File: src/rtl/gas_scan_controller.sv
// -----------------------------------------------------------------------------
// gas_scan_controller
//
// Shares one gas detector between NCH room sensor lines. For each channel in
// turn the detector is held in reset, fed WIN bits of that channel's serial
// data, and then its 3-bit gas flags are sampled. The flags are accumulated
// per channel (sticky until clr). Any non-zero sample is reported to the
// alarm unit before the scan moves on.
//
// Optional feature (compile-time macro GAS_SCAN_MASK_EN):
//   Adds input ch_mask. Masked channels are skipped, searching cyclically.
//   With every channel masked the block parks in IDLE.
//
// Ports:
//   clk          clock, rising edge
//   arst         asynchronous reset, active-high
//   enable       scanning enabled (looked at only in IDLE and NEXT)
//   ch_din       serial data, one bit per channel
//   ch_mask      (GAS_SCAN_MASK_EN only) 1 = skip that channel
//   det_rst      registered reset to the shared detector, active-high
//   det_din      serial data to the detector (selected channel during RUN)
//   det_flags    detector output: [2] dioxide, [1] monoxide, [0] methane
//   ch_flags     sticky flags, channel i at [3i+2:3i]
//   clr          clear all ch_flags on the next edge
//   alarm_req    detection report pending
//   alarm_ack    alarm unit accepts the report
//   alarm_ch     channel of the report
//   alarm_gas    flags of the report
//   busy         state is not IDLE
//   dbg_state_o  current FSM state (debug)
//   dbg_cur_o    current channel index (debug)
//
// Handshake: alarm_req rises together with alarm_ch/alarm_gas when a
// detection is sampled and all three stay stable until alarm_ack is seen
// high on a rising edge while the report is pending; that edge drops
// alarm_req. alarm_ack at any other time has no effect.
// -----------------------------------------------------------------------------
module gas_scan_controller #(
  parameter int NCH     = 4,
  parameter int CHW     = 2,
  parameter int WIN     = 64,
  parameter int RST_CYC = 2
) (
  input  logic               clk,
  input  logic               arst,
  input  logic               enable,
  input  logic [NCH-1:0]     ch_din,
`ifdef GAS_SCAN_MASK_EN
  input  logic [NCH-1:0]     ch_mask,
`endif
  output logic               det_rst,
  output logic               det_din,
  input  logic [2:0]         det_flags,
  output logic [3*NCH-1:0]   ch_flags,
  input  logic               clr,
  output logic               alarm_req,
  input  logic               alarm_ack,
  output logic [CHW-1:0]     alarm_ch,
  output logic [2:0]         alarm_gas,
  output logic               busy,
  output logic [2:0]         dbg_state_o,
  output logic [CHW-1:0]     dbg_cur_o
);

  typedef enum logic [2:0] {
    S_IDLE   = 3'd0,
    S_RESET  = 3'd1,
    S_RUN    = 3'd2,
    S_SAMPLE = 3'd3,
    S_REPORT = 3'd4,
    S_NEXT   = 3'd5
  } state_t;

  // One counter times both the reset pulse and the RUN window.
  localparam int CNT_MAX = (WIN > RST_CYC) ? WIN : RST_CYC;
  localparam int CNTW    = (CNT_MAX > 1) ? $clog2(CNT_MAX) : 1;

  state_t             state_q, state_d;
  logic [CHW-1:0]     cur_q, cur_d;
  logic [CNTW-1:0]    cnt_q, cnt_d;
  logic [3*NCH-1:0]   flags_q, flags_d;
  logic               req_q, req_d;
  logic [CHW-1:0]     ach_q, ach_d;
  logic [2:0]         agas_q, agas_d;
  logic               det_rst_q, det_rst_d;

  // Channel to start on when leaving IDLE, channel to move to from NEXT,
  // and whether there is anything to scan at all.
  logic [CHW-1:0]     cur_start;
  logic [CHW-1:0]     cur_adv;
  logic               scan_ok;

  function automatic logic [CHW-1:0] wrap_inc(input logic [CHW-1:0] c);
    if (c == CHW'(NCH - 1)) return '0;
    return c + 1'b1;
  endfunction

`ifdef GAS_SCAN_MASK_EN
  // First unmasked channel at or after 'start', cyclically. Returns 'start'
  // when everything is masked; callers gate on scan_ok in that case.
  function automatic logic [CHW-1:0] first_unmasked(input logic [CHW-1:0] start,
                                                    input logic [NCH-1:0] m);
    logic [CHW-1:0] p;
    logic [CHW-1:0] r;
    logic           found;
    p     = start;
    r     = start;
    found = 1'b0;
    for (int k = 0; k < NCH; k++) begin
      if (!found && !m[p]) begin
        r     = p;
        found = 1'b1;
      end
      p = wrap_inc(p);
    end
    return r;
  endfunction

  always_comb begin
    scan_ok   = |(~ch_mask);
    cur_start = first_unmasked(cur_q, ch_mask);
    cur_adv   = first_unmasked(wrap_inc(cur_q), ch_mask);
  end
`else
  always_comb begin
    scan_ok   = 1'b1;
    cur_start = cur_q;
    cur_adv   = wrap_inc(cur_q);
  end
`endif

  always_comb begin
    state_d = state_q;
    cur_d   = cur_q;
    cnt_d   = cnt_q;
    // clr wipes history; a coinciding SAMPLE then ORs into the cleared value.
    flags_d = clr ? '0 : flags_q;
    req_d   = req_q;
    ach_d   = ach_q;
    agas_d  = agas_q;

    case (state_q)
      S_IDLE: begin
        if (enable && scan_ok) begin
          state_d = S_RESET;
          cur_d   = cur_start;
          cnt_d   = '0;
        end
      end
      S_RESET: begin
        if (cnt_q == CNTW'(RST_CYC - 1)) begin
          state_d = S_RUN;
          cnt_d   = '0;
        end else begin
          cnt_d = cnt_q + 1'b1;
        end
      end
      S_RUN: begin
        if (cnt_q == CNTW'(WIN - 1)) begin
          state_d = S_SAMPLE;
          cnt_d   = '0;
        end else begin
          cnt_d = cnt_q + 1'b1;
        end
      end
      S_SAMPLE: begin
        flags_d[3*cur_q +: 3] = flags_d[3*cur_q +: 3] | det_flags;
        if (det_flags != 3'b000) begin
          req_d   = 1'b1;
          ach_d   = cur_q;
          agas_d  = det_flags;
          state_d = S_REPORT;
        end else begin
          state_d = S_NEXT;
        end
      end
      S_REPORT: begin
        if (alarm_ack) begin
          req_d   = 1'b0;
          state_d = S_NEXT;
        end
      end
      S_NEXT: begin
        cur_d   = cur_adv;
        cnt_d   = '0;
        state_d = (enable && scan_ok) ? S_RESET : S_IDLE;
      end
      default: begin
        state_d = S_IDLE;
      end
    endcase

    // det_rst is registered, so it is decoded from the state being entered.
    det_rst_d = (state_d == S_IDLE) || (state_d == S_RESET) ||
                (state_d == S_REPORT);
  end

  always_ff @(posedge clk or posedge arst) begin
    if (arst) begin
      state_q   <= S_IDLE;
      cur_q     <= '0;
      cnt_q     <= '0;
      flags_q   <= '0;
      req_q     <= 1'b0;
      ach_q     <= '0;
      agas_q    <= 3'b000;
      det_rst_q <= 1'b1;
    end else begin
      state_q   <= state_d;
      cur_q     <= cur_d;
      cnt_q     <= cnt_d;
      flags_q   <= flags_d;
      req_q     <= req_d;
      ach_q     <= ach_d;
      agas_q    <= agas_d;
      det_rst_q <= det_rst_d;
    end
  end

  // Data path to the detector is a plain mux so the RUN bit seen on each
  // edge is the channel bit present in that same cycle.
  assign det_din     = (state_q == S_RUN) ? ch_din[cur_q] : 1'b0;
  assign det_rst     = det_rst_q;
  assign ch_flags    = flags_q;
  assign alarm_req   = req_q;
  assign alarm_ch    = ach_q;
  assign alarm_gas   = agas_q;
  assign busy        = (state_q != S_IDLE);
  assign dbg_state_o = state_q;
  assign dbg_cur_o   = cur_q;

endmodule

File: config.mk
export PLATFORM = sky130hd
export DESIGN_NAME = gas_scan_controller
export DESIGN_NICKNAME = d
export VERILOG_FILES = /design/src/rtl/gas_scan_controller.sv
export SDC_FILE = /design/constraint.sdc
export NUM_CORES = 1
export LEC_CHECK = 0
export ABC_AREA = 0
export CORE_MARGIN = 2
export CORE_UTILIZATION = 35
export CTS_CLUSTER_SIZE = 25
export DETAILED_ROUTE_END_ITERATION = 6
export PLACE_DENSITY = 0.7
export SYNTH_ARGS = -nofsm -noshare
export SYNTH_HDL_FRONTEND = slang
export SYNTH_SLANG_ARGS = --single-unit
File: constraint.sdc
create_clock -name clk -period 2.4 [get_ports clk]
set_input_delay 0.48 -clock clk [delete_from_list [all_inputs] [get_ports clk]]
set_output_delay 0.48 -clock clk [all_outputs]
set_load 0.01 [all_outputs]
==> results.json <==
{
  "status": "completed",
  "crit_family": "buffers and inverters",
  "grt-ovfl-total": 0,
  "drt_iter0_markers": 61,
  "cts_made_buffers": 5,
  "clkTransAtPathRegs_ps": 60,
  "hp-class": "register to register",
  "first_global_vias": 1378,
  "place_congestion": 0.878,
  "rsz0062_at_grt": "no",
  "grt_pass1_wl_um": 6470,
  "htreeDepth": 2,
  "worst_setup_path_start_kind": "input pin",
  "worstMarginPinSlew_ps": 568,
  "wire_per_inst_um": 15.0,
  "synthCells": 159,
  "grt_antenna_before_repair": 0,
  "n_antenna_cell": 0,
  "start_util_pct": 35.9,
  "slew_violations": 0,
  "fin_crit_sh_pct": 92.2,
  "grt_usage_pct": 15.9,
  "fin_skew_ps": 1.52,
  "slowest_delay_ps": 450,
  "cts_buffer_depth": 2,
  "hpwl_um": 2850,
  "dpl.cell_count": 250,
  "syn2layout_area_growth_pct": 31.3,
  "worstSetupPathType": "input pin to primary output",
  "synth_area_sq_um": 1690,
  "cp_cell_sequence": "clkdlybuf4s50_1 -> mux4_2 -> inv_1 -> nor2_1 -> dlygate4sd2_1",
  "ys_ff_latch": 30,
  "period_needed_ps": 2210,
  "drc": 0,
  "async_flop_share_pct": 100,
  "worst-path-max-fanout": 1,
  "worst-path-buf-inv": 3,
  "core_area_sq_um": 4690,
  "cp.required_ps": 1920,
  "synth_commonest_cells": "dfrtp_1, nand2_1, o2bb2ai_1",
  "root_buffer": "clkbuf_8",
  "tritoncts": "built",
  "cp_slowest_cell": "mux4_2",
  "leakagePower_nw": 0.945,
  "synthesis.nets": 179,
  "grt_max_degree": 31,
  "yosysWarnings": 0,
  "end_kind": "primary output",
  "netlist-cell-type-count": 47,
  "clock-sinks": 30,
  "routed-via-count": 1373,
  "cp.arrival_ps": 1730,
  "die_h_um": 73.4,
  "seq_area_frac_synth_pct": 44.6,
  "setup_violations": 0,
  "utilization_pct": 47.1,
  "dieArea_sq_um": 5390,
  "avgSynthCellArea_sq_um": 10.6,
  "row_count": 25,
  "yosysTopAreaCell": "dfrtp_1",
  "ys_dominant_reg_cell": "dfrtp_1",
  "synth_edf_count": 0,
  "hold_viol_final": 0,
  "timing.fmax_mhz": 452,
  "finalNonFillerCells": 258,
  "fill_cells": 451,
  "routed_wl_um": 3860,
  "holdWs_ps": 499,
  "clk_latency_ps": 280,
  "synthMostInstantiatedCell": "dfrtp_1",
  "post_cts_buffers": 0,
  "final_nets": 223,
  "io_buffers": 37,
  "drive_gt1_share_pct": 14.7,
  "io-pin-count": 38,
  "max_cap_violations": 0,
  "ant_nets": 0,
  "yosys-top-cells-area": "dfrtp_1, o2bb2ai_1, ha_1",
  "synth_top_area_share_pct": 43.1,
  "maxSlewHeadroom_pct": 61.9,
  "die_w_um": 73.4,
  "power_density_nw_per_um2": 424,
  "drt-vias-per-instance": 5.32,
  "vdd_drop_max_mv": 0.223,
  "drt-pass1-iter-count": 4
}
==> metrics by stage <==
stage / setup WS [ps] / power, mW / setup TNS, ps / cell area (sq um)
after floorplan: 598 / 0.537 / 0 / 1690
after global placement: -29.7 / 0.567 / -29.7 / 2130
after detailed placement: -24.6 / 0.567 / -24.6 / 2130
after CTS: 171 / 0.955 / 0 / 2210
after global routing: 139 / 0.980 / 0 / 2210
final: 187 / 0.939 / 0 / 2210
==> sequential cells by signal, summed over array words and instances (netlist names) <==
register / flops
alarm_ch: 2
alarm_gas: 3
alarm_req: 1
ch_flags: 12
cnt_q: 6
dbg_cur_o: 2
dbg_state_o: 3
det_rst: 1
==> routing by layer <==
| metal | up-vias | track usage [%] | routed length, um |
|---|---|---|---|
| li1 | 667 | - | - |
| met1 | 656 | 21.1 | 1830 |
| met2 | 43 | 24.3 | 1740 |
| met3 | 7 | 4.53 | 223 |
| met4 | 0 | 7.07 | 67 |
| met5 | - | 0 | 0 |
==> power by group <==
| part | switching, mW | internal (mW) |
|---|---|---|
| sequential | 0.00000000000000111 | 0.506 |
| combinational | 0.0261 | 0.0245 |
| clock | 0.177 | 0.205 |
==> cell usage in the layout, fill, tap and decap left out, types with 2 or more instances in the layout <==
| cell type | netlist | layout |
|---|---|---|
| clkdlybuf4s50_1 | 0 | 36 |
| dfrtp_1 | 29 | 29 |
| nand2_1 | 14 | 14 |
| o2bb2ai_1 | 12 | 12 |
| nor3_1 | 8 | 8 |
| a21oi_1 | 8 | 8 |
| nor2_1 | 8 | 8 |
| ha_1 | 8 | 8 |
| buf_4 | 1 | 7 |
| inv_1 | 6 | 6 |
| mux2i_1 | 6 | 6 |
| nand2b_1 | 5 | 5 |
| clkbuf_8 | 0 | 5 |
| a21o_1 | 4 | 4 |
| a22o_1 | 3 | 3 |
| nand4_1 | 3 | 3 |
| o21ai_2 | 3 | 3 |
| clkbuf_1 | 1 | 3 |
| mux2_4 | 2 | 2 |
| or3_2 | 2 | 2 |
| nand4b_1 | 2 | 2 |
| nand3_1 | 2 | 2 |
| o31a_1 | 2 | 2 |
| o21ai_0 | 2 | 2 |
| a22oi_1 | 2 | 2 |
==> layout make-up <==
class                           count  area, sq um  share of cell area [%]
Multi-Input combinational cell    116          868                    39.3
Sequential cell                    30          752                    34.0
Timing Repair Buffer               44          422                    19.1
Clock buffer                        8         80.1                    3.62
Tap cell                           54         67.6                    3.05
Inverter                            6         22.5                    1.02
==> worst paths after layout <==
path	cells after the start	end	startpoint	slack, ps
max in group asynchronous	3	det_rst	arst	1510
worst min-delay path	1	alarm_gas[0]	alarm_gas[0]	500
min in group asynchronous	3	alarm_gas[1]	arst	570
worst min register to register	1	alarm_gas[0]	alarm_gas[0]	500
worst max-delay path	5	det_din	ch_din[0]	190
worst max register to register	6	ch_flags[6]	dbg_cur_o[0]	560
==> logic make-up after synthesis <==
logic type / Yosys count / synth area share [%]
and+or+nand+nor: 55 / 18.2
AOI/OAI and AO/OA: 43 / 20.0
DFF: 30 / 44.6
buffers and inverters: 13 / 3.86
muxes: 10 / 7.35
adders and majority gates: 8 / 5.94
==> timing repair <==
action | 4_1_cts | 5_1_grt
hold buffers | 0 | 0
hold endpoints to repair | 0 | 0
resized for setup | 1 | 0
setup endpoints to repair | 1 | 0
No activity file was read; power rests on OpenSTA's default activity.
